$ cat src/rtl/pic_pkg.sv
// pic_pkg
//   Shared definitions for the 8259 INTA sequencer: FSM state encoding,
//   OCW2 command codes, reset priority and the rotating find-first helper.
package pic_pkg;

    localparam int         N_IRQ      = 8;
    localparam logic [2:0] RST_LOWEST = 3'd7;   // IR0 highest after reset

    typedef enum logic [1:0] {
        ST_IDLE = 2'd0,
        ST_ACK1 = 2'd1,
        ST_GAP  = 2'd2,
        ST_ACK2 = 2'd3
    } state_t;

    // OCW2 {R, SL, EOI}
    localparam logic [2:0] OCW2_NS_EOI   = 3'b001;
    localparam logic [2:0] OCW2_S_EOI    = 3'b011;
    localparam logic [2:0] OCW2_ROT_NS   = 3'b101;
    localparam logic [2:0] OCW2_ROT_S    = 3'b111;
    localparam logic [2:0] OCW2_SET_PRIO = 3'b110;

    // Returns {found, idx}: the first set bit scanning upward from lowest+1,
    // i.e. the highest-ranked request under rotating priority.
    function automatic logic [3:0] rot_first(input logic [7:0] vec, input logic [2:0] lowest);
        logic [3:0] res;
        logic [2:0] idx;
        res = 4'b0;
        // Scan from the lowest rank down so the highest-ranked hit is written last.
        for (int k = 7; k >= 0; k--) begin
            idx = lowest + 3'd1 + 3'(k);
            if (vec[idx]) res = {1'b1, idx};
        end
        return res;
    endfunction

    // rank 0 is the highest priority
    function automatic logic [2:0] rank(input logic [2:0] lvl, input logic [2:0] lowest);
        return lvl - lowest - 3'd1;
    endfunction

endpackage

$ cat src/rtl/pic_priority_resolver.sv
// pic_priority_resolver
//   Combinational rotating find-first over an 8-bit vector.
//   i_vec    : candidate bits
//   i_lowest : current lowest-priority level
//   o_found  : any bit set
//   o_idx    : highest-ranked set bit (valid when o_found)
module pic_priority_resolver
    import pic_pkg::*;
(
    input  logic [N_IRQ-1:0] i_vec,
    input  logic [2:0]       i_lowest,
    output logic             o_found,
    output logic [2:0]       o_idx
);

    logic [3:0] w_res;

    assign w_res   = rot_first(i_vec, i_lowest);
    assign o_found = w_res[3];
    assign o_idx   = w_res[2:0];

endmodule

$ cat src/rtl/pic_inta_sequencer.sv
// pic_inta_sequencer
//   8259 control core (single mode, 8086 vectors): IRR latch, priority
//   resolution against IMR/ISR, INT generation, two-pulse INTA FSM, ISR
//   set/clear via INTA, AEOI and OCW2 EOI commands, rotating priority.
//   Inputs : clk, rst (sync, high), irq, ltim, imr, aeoi, rot_aeoi, vec_base,
//            inta_n, eoi_vld, eoi_cmd, eoi_lvl
//   Outputs: int_out, vec_out, vec_oe, irr, isr, lowest_prio
module pic_inta_sequencer
    import pic_pkg::*;
(
    input  logic             clk,
    input  logic             rst,
    input  logic [N_IRQ-1:0] irq,
    input  logic             ltim,
    input  logic [N_IRQ-1:0] imr,
    input  logic             aeoi,
    input  logic             rot_aeoi,
    input  logic [4:0]       vec_base,
    input  logic             inta_n,
    input  logic             eoi_vld,
    input  logic [2:0]       eoi_cmd,
    input  logic [2:0]       eoi_lvl,
    output logic             int_out,
    output logic [7:0]       vec_out,
    output logic             vec_oe,
    output logic [N_IRQ-1:0] irr,
    output logic [N_IRQ-1:0] isr,
    output logic [2:0]       lowest_prio
);

    state_t           r_state, w_state_nxt;
    logic [N_IRQ-1:0] r_irr, r_isr, r_irq_prev;
    logic [N_IRQ-1:0] w_irr_nxt, w_isr_nxt;
    logic [2:0]       r_low, w_low_nxt, r_lvl;
    logic             r_spur, r_inta_prev, r_int, w_int_nxt;
    logic [7:0]       r_vec;
    logic             r_vec_oe;

    logic             w_fall, w_rise, w_grant;
    logic             w_cand_found, w_ceil_found;
    logic [2:0]       w_cand_idx, w_ceil_idx;

    assign w_fall = ~inta_n &  r_inta_prev;
    assign w_rise =  inta_n & ~r_inta_prev;

    pic_priority_resolver u_cand (
        .i_vec    (r_irr & ~imr),
        .i_lowest (r_low),
        .o_found  (w_cand_found),
        .o_idx    (w_cand_idx)
    );

    pic_priority_resolver u_ceil (
        .i_vec    (r_isr),
        .i_lowest (r_low),
        .o_found  (w_ceil_found),
        .o_idx    (w_ceil_idx)
    );

    assign w_grant = (r_state == ST_IDLE) && w_fall && w_cand_found;

    always_comb begin
        w_state_nxt = r_state;
        case (r_state)
            ST_IDLE: if (w_fall) w_state_nxt = ST_ACK1;
            ST_ACK1: if (w_rise) w_state_nxt = ST_GAP;
            ST_GAP:  if (w_fall) w_state_nxt = ST_ACK2;
            ST_ACK2: if (w_rise) w_state_nxt = ST_IDLE;
            default: w_state_nxt = ST_IDLE;
        endcase
    end

    always_comb begin
        w_irr_nxt = ltim ? irq : (irq & (r_irr | ~r_irq_prev));
        // Grant clear beats a same-cycle edge on that bit.
        if (w_grant) w_irr_nxt[w_cand_idx] = 1'b0;
    end

    always_comb begin
        w_isr_nxt = r_isr;
        w_low_nxt = r_low;
        if (r_state == ST_ACK2 && w_rise && aeoi && !r_spur) begin
            w_isr_nxt[r_lvl] = 1'b0;
            if (rot_aeoi) w_low_nxt = r_lvl;
        end
        // EOI is evaluated after AEOI so its rotation wins; the ceiling is
        // taken from r_isr, i.e. before this cycle's INTA1 set.
        if (eoi_vld) begin
            case (eoi_cmd)
                OCW2_NS_EOI:   if (w_ceil_found) w_isr_nxt[w_ceil_idx] = 1'b0;
                OCW2_ROT_NS:   if (w_ceil_found) begin
                                   w_isr_nxt[w_ceil_idx] = 1'b0;
                                   w_low_nxt             = w_ceil_idx;
                               end
                OCW2_S_EOI:    w_isr_nxt[eoi_lvl] = 1'b0;
                OCW2_ROT_S:    begin
                                   w_isr_nxt[eoi_lvl] = 1'b0;
                                   w_low_nxt          = eoi_lvl;
                               end
                OCW2_SET_PRIO: w_low_nxt = eoi_lvl;
                default:       ;
            endcase
        end
        // INTA1 set beats an EOI clear of the same bit.
        if (w_grant) w_isr_nxt[w_cand_idx] = 1'b1;
    end

    // Looking at the next state keeps INT low from the INTA1 cycle on.
    assign w_int_nxt = (w_state_nxt == ST_IDLE) && w_cand_found &&
                       (!w_ceil_found || (rank(w_cand_idx, r_low) < rank(w_ceil_idx, r_low)));

    always_ff @(posedge clk) begin
        if (rst) begin
            r_state     <= ST_IDLE;
            r_irr       <= '0;
            r_isr       <= '0;
            r_irq_prev  <= '0;
            r_low       <= RST_LOWEST;
            r_lvl       <= 3'd7;
            r_spur      <= 1'b0;
            r_inta_prev <= 1'b1;
            r_int       <= 1'b0;
            r_vec       <= 8'h00;
            r_vec_oe    <= 1'b0;
        end else begin
            r_state     <= w_state_nxt;
            r_irr       <= w_irr_nxt;
            r_isr       <= w_isr_nxt;
            r_irq_prev  <= irq;
            r_low       <= w_low_nxt;
            r_inta_prev <= inta_n;
            r_int       <= w_int_nxt;
            if (r_state == ST_IDLE && w_fall) begin
                r_lvl  <= w_cand_found ? w_cand_idx : 3'd7;
                r_spur <= ~w_cand_found;
            end
            if (r_state == ST_GAP && w_fall) begin
                r_vec    <= {vec_base, r_lvl};
                r_vec_oe <= 1'b1;
            end else if (r_state == ST_ACK2 && w_rise) begin
                r_vec_oe <= 1'b0;
            end
        end
    end

    assign int_out     = r_int;
    assign vec_out     = r_vec;
    assign vec_oe      = r_vec_oe;
    assign irr         = r_irr;
    assign isr         = r_isr;
    assign lowest_prio = r_low;

endmodule

$ cat config.mk
export PLATFORM = sky130hd
export DESIGN_NAME = pic_inta_sequencer
export DESIGN_NICKNAME = d
export VERILOG_FILES = /design/src/rtl/pic_pkg.sv /design/src/rtl/pic_priority_resolver.sv /design/src/rtl/pic_inta_sequencer.sv
export SDC_FILE = /design/constraint.sdc
export NUM_CORES = 1
export LEC_CHECK = 0
export CAP_MARGIN = 10
export CORE_ASPECT_RATIO = 1.75
export CORE_MARGIN = 2
export CORE_UTILIZATION = 56
export CTS_BUF_LIST = sky130_fd_sc_hd__clkbuf_16
export CTS_CLUSTER_SIZE = 16
export DETAILED_ROUTE_END_ITERATION = 6
export PLACE_DENSITY = 0.89
export REMOVE_ABC_BUFFERS = 1
export SLEW_MARGIN = 10
export SYNTH_ARGS = -nofsm -noshare
export SYNTH_HDL_FRONTEND = slang
export SYNTH_SLANG_ARGS = --single-unit
$ cat constraint.sdc
create_clock -name clk -period 5.5 [get_ports clk]
set_clock_uncertainty 0.1 [all_clocks]
set_input_delay 1.375 -clock clk [delete_from_list [all_inputs] [get_ports clk]]
set_output_delay 1.375 -clock clk [all_outputs]
set_load 0.01 [all_outputs]
==> reports/results.tsv <==
stage	metric	value	unit
routing	drt-total-wl	12400	microns
routing	drt_first_pass_iters	5	
routing	vias_per_cell	6.83	
cts	post_cts_buffers	0	
grt	antenna_found_initial	0	
die	coreArea	7280	sq um
critical_path	cp_data_arrival_time	5.36	ns
cells_and_area	final_core_util	68.8	%
power_and_ir_drop	switching_share	40.3	%
logic_synthesis	yosysTopAreaCell	dfxtp_1	
sta	slew_headroom	44.1	%
critical_path	path_max_fanout	5	
flow_run	max_cap_violations	0	
sta	finalCritPeriodShare	95.8	%
logic_synthesis	synth_ff_type	dfxtp_1	
placed_design	gp_congestion	1.03	
die	die_w	69.7	microns
logic_synthesis	synth_edf_count	0	
grt	grtUsageTotal	30.0	%
worst_hold_path	holdCritPathClass	reg -> reg	
critical_path	path_cells	clkdlybuf4s50_1 > or3b_1 > and2_1 > mux4_2 > o211ai_1 > a21oi_1 > a211oi_1 > inv_1 > ha_1 > fa_1 > xnor2_1 > xnor2_1 > ha_1 > a21oi_1 > nor2_1 > nor4_1	
placed_design	place_area	4880	sq um
cells_and_area	n_fill_cell	563	
die	io_pins	63	
sta	setup_ws	0.232	ns
cells_and_area	drive_gt1_share	15.6	%
sta	rsz0062_at_grt	no	
grt	overflow	0	
critical_path	path_buf_inv	2	
power_and_ir_drop	p_leak	1.92	nW
cells_and_area	area_growth	18.7	%
power_and_ir_drop	pwr-share-clk	20.9	%
grt	grt_first_pass_wirelength	20100	microns
critical_path	crit_required	5.60	ns
power_and_ir_drop	p_int	0.824	mW
sta	max_freq	190	MHz
logic_synthesis	synth_top_area_share	20.8	%
cts	ctsRootBufferMaster	clkbuf_16	
outcome	outcome	complete, no violations	
die	rows	41	
cts	cts_buffers	5	
cells_and_area	antenna_cells	0	
routing	via_count	4174	
sta	min_period	5.27	ns
logic_synthesis	synth_area	4230	sq um
grt	grt_max_degree	38	
power_and_ir_drop	power_frac_comb	52.0	%
power_and_ir_drop	p_per_area	275	nW/um^2
cts	clock_path_buffers	2	
logic_synthesis	netlist_instances	473	
routing	wire_per_inst	20.2	microns
power_and_ir_drop	p_switching	0.555	mW
critical_path	critPathSlowestCell	mux4_2	
critical_path	cp-start-kind	primary input	
cts	cts_max_level	2	
logic_synthesis	ys_ff_latch	44	
sta	slew_viol_final	0	
die	start_util	58.0	%
sta	holdWs	0.389	ns
logic_synthesis	synth.distinct_cells	90	
grt	grt_pass1_vias	4214	
logic_synthesis	async_flop_share	0	%
logic_synthesis	synthTopCellsByArea	dfxtp_1 (21%), mux4_2 (7.5%), mux2i_1 (5.4%)	
placed_design	port-buffer-count	62	
cts	cts_hold_buf	0	
routing	drt_first_iter_violations	556	
critical_path	crit_family	simple AND/OR/NAND/NOR gates	
cts	numClockSinks	44	
cts	cts_tree	done	
logic_synthesis	synth_area_per_cell	8.94	sq um
die	dieArea	8290	sq um
cells_and_area	fin_nets	567	
routing	drc_errors	0	
logic_synthesis	seq_area_frac_synth	20.8	%
cts	post_cts_resized	0	
sta	setup-violations-final	0	
routing	drtAntennaViolNets	0	
critical_path	cpPeakStageDelay	0.53	ns
logic_synthesis	ys_warn_count	0	
cells_and_area	fin_area	5010	sq um
sta	worstMarginPinSlew	0.836	ns
sta	hold_violations	0	
placed_design	pre_cts_ws	0.00255	ns
placed_design	hpwl	9210	microns
power_and_ir_drop	ir_drop	0.000320	V
die	die_height	119	microns
cts	clk_pin_slew	0.06	ns
critical_path	path_class	in -> reg	
cts	clk_latency	0.29	ns
critical_path	worstSetupEndpointType	flop	
power_and_ir_drop	seqPwrFrac	27.2	%
## kinds of logic (layout without fill, tap and decap cells)
family,count (synthesis),count (layout),synth area share (%)
AND/OR/NAND/NOR,192,192,26.9
AO/OA/AOI/OAI,118,118,21.6
multiplexers,54,54,19.2
buffers and inverters,47,99,5.83
flip-flops,44,44,20.8
XOR/XNOR,10,10,2.93
adder cells (fa/ha/maj),8,8,2.72
## worst min-delay path, stage by stage (launching register included)
cell	delay, ns
dfxtp_1	0.30
nand2_1	0.04
o311a_1	0.10
## layer usage
metal	global-route usage [%]	vias to the layer above	share of wire [%]
li1	-	1913	-
met1	31.4	1973	35
met2	54.6	221	53
met3	3.64	67	5.1
met4	20.3	0	6.3
met5	0	-	0
## sequential cells by signal, indices dropped and copies added, names as in the netlist, 2 cells and up
| signal | cells |
|---|---|
| isr | 8 |
| r_lvl | 3 |
| irr | 8 |
| lowest_prio | 3 |
| r_irq_prev | 8 |
| vec_out | 8 |
| r_state | 2 |
## per-stage QoR
stage                     setup TNS [ns]  power (mW)  std cells
after detailed placement               0        1.07        604
after global placement                 0        1.05        604
after floorplan                   -0.890       0.851        442
after CTS                              0        1.36        611
final                                  0        1.38        611
after global routing                   0        1.44        611
## cells in the mapped netlist (6+ instances only)
cell type and n:
nand2_1 46, dfxtp_1 44, nor2_1 35, nor2b_1 24, mux2i_1 23, o21ai_0 16
nand2b_1 15, a21oi_1 14, clkbuf_1 14, mux4_2 14, a31oi_1 13, nand3_1 13
inv_1 10, buf_6 7, ha_1 6
## power groups by stage
stage / clock (mW) / combinational (mW) / sequential, mW
final: 0.288 / 0.717 / 0.375
after global placement: 0 / 0.676 / 0.379
after detailed placement: 0 / 0.692 / 0.380
after CTS: 0.287 / 0.703 / 0.374
after global routing: 0.298 / 0.768 / 0.378
after floorplan: 0 / 0.466 / 0.385
## path summary, 6_finish.rpt
path,end,start,cells after the start,slack (ns)
setup reg to reg,int_out$_SDFF_PP0_,lowest_prio[0]$_SDFF_PP1_,17,0.57
hold / removal,irr[5]$_SDFF_PP0_,r_irq_prev[5]$_SDFF_PP0_,2,0.39
setup / recovery,int_out$_SDFF_PP0_,imr[7],16,0.23
hold reg to reg,irr[5]$_SDFF_PP0_,r_irq_prev[5]$_SDFF_PP0_,2,0.39
## layout make-up
type / instances / area, sq um / share of cell area, %
Clock inverter: 2 / 12.5 / 0.250
Timing Repair Buffer: 76 / 726 / 14.5
Multi-Input combinational cell: 382 / 3100 / 61.8
Clock buffer: 5 / 125 / 2.50
Tap cell: 86 / 108 / 2.15
Sequential cell: 44 / 882 / 17.6
Inverter: 16 / 62.6 / 1.25
## placed cells by master (no fill, tap or decap), types with 5 or more instances in the layout
cell and n:
o21ai_0 16, and3_1 5, clkdlybuf4s50_1 62, ha_1 6, mux2i_2 5, inv_2 5, nand3b_1 5, mux2i_1 23
xnor2_1 5, nor2_1 35, nand3_1 13, nor2b_1 24, inv_1 10, nand2b_1 15, o221ai_1 5, nand2_1 46
dfxtp_1 43, nand4_1 5, a21o_1 5, a21oi_1 14, a31oi_1 13, mux4_2 14, clkbuf_16 5, buf_4 14
Note: power is estimated with default switching activity, not from simulation.
==> edit 1: new RTL, config.mk and constraints unchanged <==
Reset style: asynchronous (`rst`), changed in one clocked block.
--- a/src/rtl/pic_inta_sequencer.sv
+++ b/src/rtl/pic_inta_sequencer.sv
@@ -111,3 +111,3 @@
 
-    always_ff @(posedge clk) begin
+    always_ff @(posedge clk or posedge rst) begin
         if (rst) begin
Formal check against the unedited RTL: differs if rst is asserted again (counterexample within 4 cycles, from zero or initial values and one cycle with rst high); with rst held inactive, the same outputs for 4 cycles.
==> edit 1 against the original RTL <==
- setup slack improved by 110 ps
- sequential cell count did not move
- register-to-register slack improved by 120 ps
- count of clock-buffer cells in the layout unchanged
- synthesized area fell by 1.9%
- non-clock buffer count increased by 4
- cell count up 2.1%
- routed wire length rose by 4.8%
- design area rose by 1.0%
- highest routed layer unchanged
Power is left out: the tool's default activity adds up to more than one toggle a clock period on the data nets, which glitch-free logic cannot reach.
==> edit 1: results (changes against the original RTL) <==
| Quantity | Value | vs unedited |
|:---|:---|:---|
| Wl on met1 | 4625 um | +6.3% |
| Number of DRC violations after detailed-routing iteration 0 | 550 | -1.1% |
| Multi-In Gates | 390 | +2.1% |
| Async set-reset flop share out of synthesis | 100.0% | +100 points |
| Critical Path Start | imr[0] |  |
| Worst reg2reg startpoint | lowest_prio[0]$_DFF_PP1_ |  |
| Net total in the final layout | 579 | +2.1% |
| Clock latency on the worst-skew pair | 290 ps | about the same |
| Fraction of cell area in non-clock buffers | 15.16% | +0.69 points |
| GR Layer Usage met1 | 35.87% | +4.4 points |
| Total area of multi-input combinational cells | 2829 um2 | -8.7% |
| Met3 WL post-DR | 739 um | +17% |
| Arithmetic-cell share of the synthesized area counting full adders, half adders and majority gates | 2.776% | +0.053 points |
| Mux contribution to synthesized area | 18.44% | -0.81 points |
| Fillcell total | 542 | -3.7% |
| Detailed-route via count | 4196 | +0.53% |
| Most frequent cells after synthesis | 58 x sky130_fd_sc_hd__nand2_1, 44 x sky130_fd_sc_hd__nor2_1, 37 x sky130_fd_sc_hd__dfrtp_1 |  |
| Outcome | finished clean |  |
| Dpl cell area | 4862 um2 | -0.31% |
| Predominant post-synthesis flop cell | sky130_fd_sc_hd__dfrtp_1 |  |
| Fraction of layout instances using a drive strength above 1 | 14.13% | -1.5 points |
| Fraction of standard cell area in multi-input logic | 55.84% | -6.0 points |
| Routed Wire Length | 12960 um | +4.8% |
| Placed wire-length estimate | 9800 um | +6.4% |
| Number of distinct library cells after synthesis | 78 | -13% |
| Crit path DAT | 5260 ps | -100 ps |
| Via count of the first global-routing pass | 4265 | +1.2% |
| Clock network area share | 3.729% | +0.98 points |
| Maximum number of pins on one net before global-route repair | 45 | +18% |
| Min-Delay Startpoint | vec_out[3]$_DFFE_PP0P_ |  |
| Largest cells by area after synthesis | sky130_fd_sc_hd__dfrtp_1 22%, sky130_fd_sc_hd__mux4_2 7.6%, sky130_fd_sc_hd__mux2i_1 5.3% |  |
| Dpl ws | 64.43 ps | +61.88 ps |
| Aggregate global-route resource usage | 31.73% | +1.8 points |
| Cell at the slowest stage of the critical path | sky130_fd_sc_hd__mux4_2 |  |
| Gate count of the mapped netlist | 476 | +0.63% |
| Global-route wire length before repair | 20870 um | +3.6% |
| Max-slew headroom at the worst pin | 45.13% | +1.0 points |
| FFs & Latches | 44 | unchanged |
| Worst-path maximum fanout | 6 | +1 |
| Grt met2 use | 57.03% | +2.5 points |
| Global routing usage on met3 | 2.568% | -1.1 points |
| Cell class contributing the biggest share of worst-path delay | adder cells |  |
| Met2 wire length | 6860 um | +3.9% |
| Routability Congestion | 0.9846 | -4.4% |
| Count of plain and timing-repair buffers | 80 | +5.3% |
| Sequential element share of the synthesized area | 26.77% | +5.9 points |
| DP Cell Count | 614 | +1.7% |
| WL/cell | 20.76 um | +2.6% |
| Compound-gate portion of the synthesized area | 22.42% | +0.84 points |
| XOR/XNOR share of the synthesized area | 3.349% | +0.42 points |
edit 1: changes by cell type after synthesis, moves of 11 or more:
cell                      unedited run  this run
sky130_fd_sc_hd__nand2_1            46        58
sky130_fd_sc_hd__nor3_1              4        23
sky130_fd_sc_hd__dfrtp_1             0        37
sky130_fd_sc_hd__mux2_2              3        16
sky130_fd_sc_hd__nor2b_1            24        13
sky130_fd_sc_hd__a21oi_1            14        27
sky130_fd_sc_hd__dfxtp_1            44         0
edit 1: worst paths after layout:
path | to | slack [ps] | depth (start not counted)
setup / recovery | int_out$_DFF_PP0_ | 340 | 17
hold / removal | vec_out[3]$_DFFE_PP0P_ | 400 | 1
setup reg to reg | int_out$_DFF_PP0_ | 690 | 20
hold reg to reg | vec_out[3]$_DFFE_PP0P_ | 400 | 1
max in group asynchronous | lowest_prio[1]$_DFF_PP1_ | 3480 | 3
min in group asynchronous | irr[0]$_DFF_PP0_ | 1420 | 3
==> edit 2: new RTL, same settings <==
Without the edit above. Add an input register stage for `irq`, without a reset; this delays it by one clock. The other inputs are not delayed to match.
--- a/src/rtl/pic_inta_sequencer.sv
+++ b/src/rtl/pic_inta_sequencer.sv
@@ -29,2 +29,8 @@
 );
+
+    logic [N_IRQ-1:0] irq_q;
+
+    always_ff @(posedge clk) begin
+        irq_q <= irq;
+    end
 
@@ -73,3 +79,3 @@
     always_comb begin
-        w_irr_nxt = ltim ? irq : (irq & (r_irr | ~r_irq_prev));
+        w_irr_nxt = ltim ? irq_q : (irq_q & (r_irr | ~r_irq_prev));
         // Grant clear beats a same-cycle edge on that bit.
@@ -128,3 +134,3 @@
             r_isr       <= w_isr_nxt;
-            r_irq_prev  <= irq;
+            r_irq_prev  <= irq_q;
             r_low       <= w_low_nxt;
Behaviour: not the same (Yosys sat finds a counterexample within 4 cycles, from zero or initial values and one cycle with rst high).
==> edit 2 against the original RTL <==
- largest power group unchanged
- design area is 1.7% lower
- routed wire length is 6.8% lower
- power is 4.4% lower
- synthesized area is 2.8% lower
- critical endpoint unchanged
- sequential cell count is 8 higher
- sequential power is 15% higher
- setup slack better by 120 ps
- first-iteration DRC count is 26% lower
==> edit 2: results (changes against the original RTL) <==
| Quantity | Value | vs unedited |
|:---|:---|:---|
| Switching Share | 37.08% | -3.2 points |
| Arithmetic-cell share of the synthesized area counting full adders, half adders and majority gates | 2.801% | +0.078 points |
| Flop2flop setup slack | 570 ps | about the same |
| Cell class contributing the biggest share of worst-path delay | compound AO/OA/AOI/OAI gates |  |
| Most frequent cells after synthesis | 54 x sky130_fd_sc_hd__nand2_1, 52 x sky130_fd_sc_hd__dfxtp_1, 38 x sky130_fd_sc_hd__nor2_1 |  |
| Aggregate global-route resource usage | 29.87% | -0.091 points |
| Compound-gate portion of the synthesized area | 18.67% | -2.9 points |
| Initial antenna violation count | 0 | unchanged |
| Root buffer cell | sky130_fd_sc_hd__clkbuf_16 |  |
| Worst reg2reg startpoint | lowest_prio[0]$_SDFF_PP1_ |  |
| Setup Buffers After CTS | 0 | unchanged |
| WL/cell | 19.17 um | -5.2% |
| Clock slew at reported path FFs | 70 ps |  |
| Power dissipated in the clock network | 317 uW | +10% |
| Max H-tree Level | 2 | unchanged |
| Timing-limited maximum frequency | 194.2 MHz | +2.3% |
| Outcome | finished clean |  |
| Worst VDD drop | 0.3219 mV | +0.58% |
| Clock group share of total power | 24.1% | +3.2 points |
| Vias per std cell | 6.644 | -2.7% |
| First-pass detailed-route iteration total | 5 | unchanged |
| Power of the combinational group | 572 uW | -20% |
| Leakage power summed over all cells | 1.876 nW | -2.3% |
| Worst-path maximum fanout | 6 | +1 |
| Net total in the final layout | 556 | -1.9% |
| Routed Wire Length | 11520 um | -6.8% |
| Gate count of the mapped netlist | 462 | -2.3% |
| Min-Delay Startpoint | irq_q[0]$_DFF_P_ |  |
| DP Cell Count | 593 | -1.8% |
| Crit path DAT | 5240 ps | -120 ps |
| Routability Congestion | 0.9525 | -7.5% |
| Mux contribution to synthesized area | 19.03% | -0.21 points |
| Number of DRC violations after detailed-routing iteration 0 | 413 | -26% |
| Largest cells by area after synthesis | sky130_fd_sc_hd__dfxtp_1 25%, sky130_fd_sc_hd__mux4_2 11%, sky130_fd_sc_hd__mux2i_1 5.4% |  |
| Critical Path Start | imr[1] |  |
| Longest Clk Path Bufs | 2 | unchanged |
| Dpl cell area | 4778 um2 | -2.0% |
| Via count of the first global-routing pass | 4054 | -3.8% |
| Number of distinct library cells after synthesis | 79 | -12% |
| Fillcell total | 556 | -1.2% |
| Global-route wire length before repair | 18930 um | -6.1% |
| Number of gates given a new drive strength after cts | 0 | unchanged |
| XOR/XNOR share of the synthesized area | 3.593% | +0.66 points |
| Maximum number of pins on one net before global-route repair | 27 | -29% |
| Sequential element share of the synthesized area | 25.33% | +4.5 points |
| Dpl ws | 44.87 ps | +42.32 ps |
| Cts bufs inserted | 5 | unchanged |
| Transition time of the tightest slew-check pin | 900.2 ps | +64.64 ps |
| Fraction of layout instances using a drive strength above 1 | 13.20% | -2.4 points |
| Placed wire-length estimate | 8762 um | -4.9% |
| Fin Hold WS | 367.5 ps | -20.96 ps |
| Worst stage delay on the critical path | 510 ps | -20 ps |
==> edit 2: final timing paths <==
path	endpoint	cells past startpoint
max	int_out$_SDFF_PP0_	14
min	r_irq_prev[0]$_SDFF_PP0_	1
max reg2reg	int_out$_SDFF_PP0_	16
min reg2reg	r_irq_prev[0]$_SDFF_PP0_	1
==> edit 2: per-layer routing <==
layer,global-route usage (%),routed length (um)
met1,32.65,4040
met2,51.98,6319
met3,4.027,545
met4,17.28,618
met5,0,0
==> edit 2: layout make-up <==
| type | instances | area (um2) | share of cell area (%) |
|---|---|---|---|
| Sequential cell | 52 | 1041 | 21.12 |
| Tap cell | 86 | 107.6 | 2.183 |
| Timing Repair Buffer | 73 | 703.2 | 14.27 |
| Multi-Input combinational cell | 373 | 2893 | 58.69 |
| Clock inverter | 3 | 25.02 | 0.5077 |
| Inverter | 9 | 33.78 | 0.6855 |
| Clock buffer | 5 | 125.1 | 2.539 |
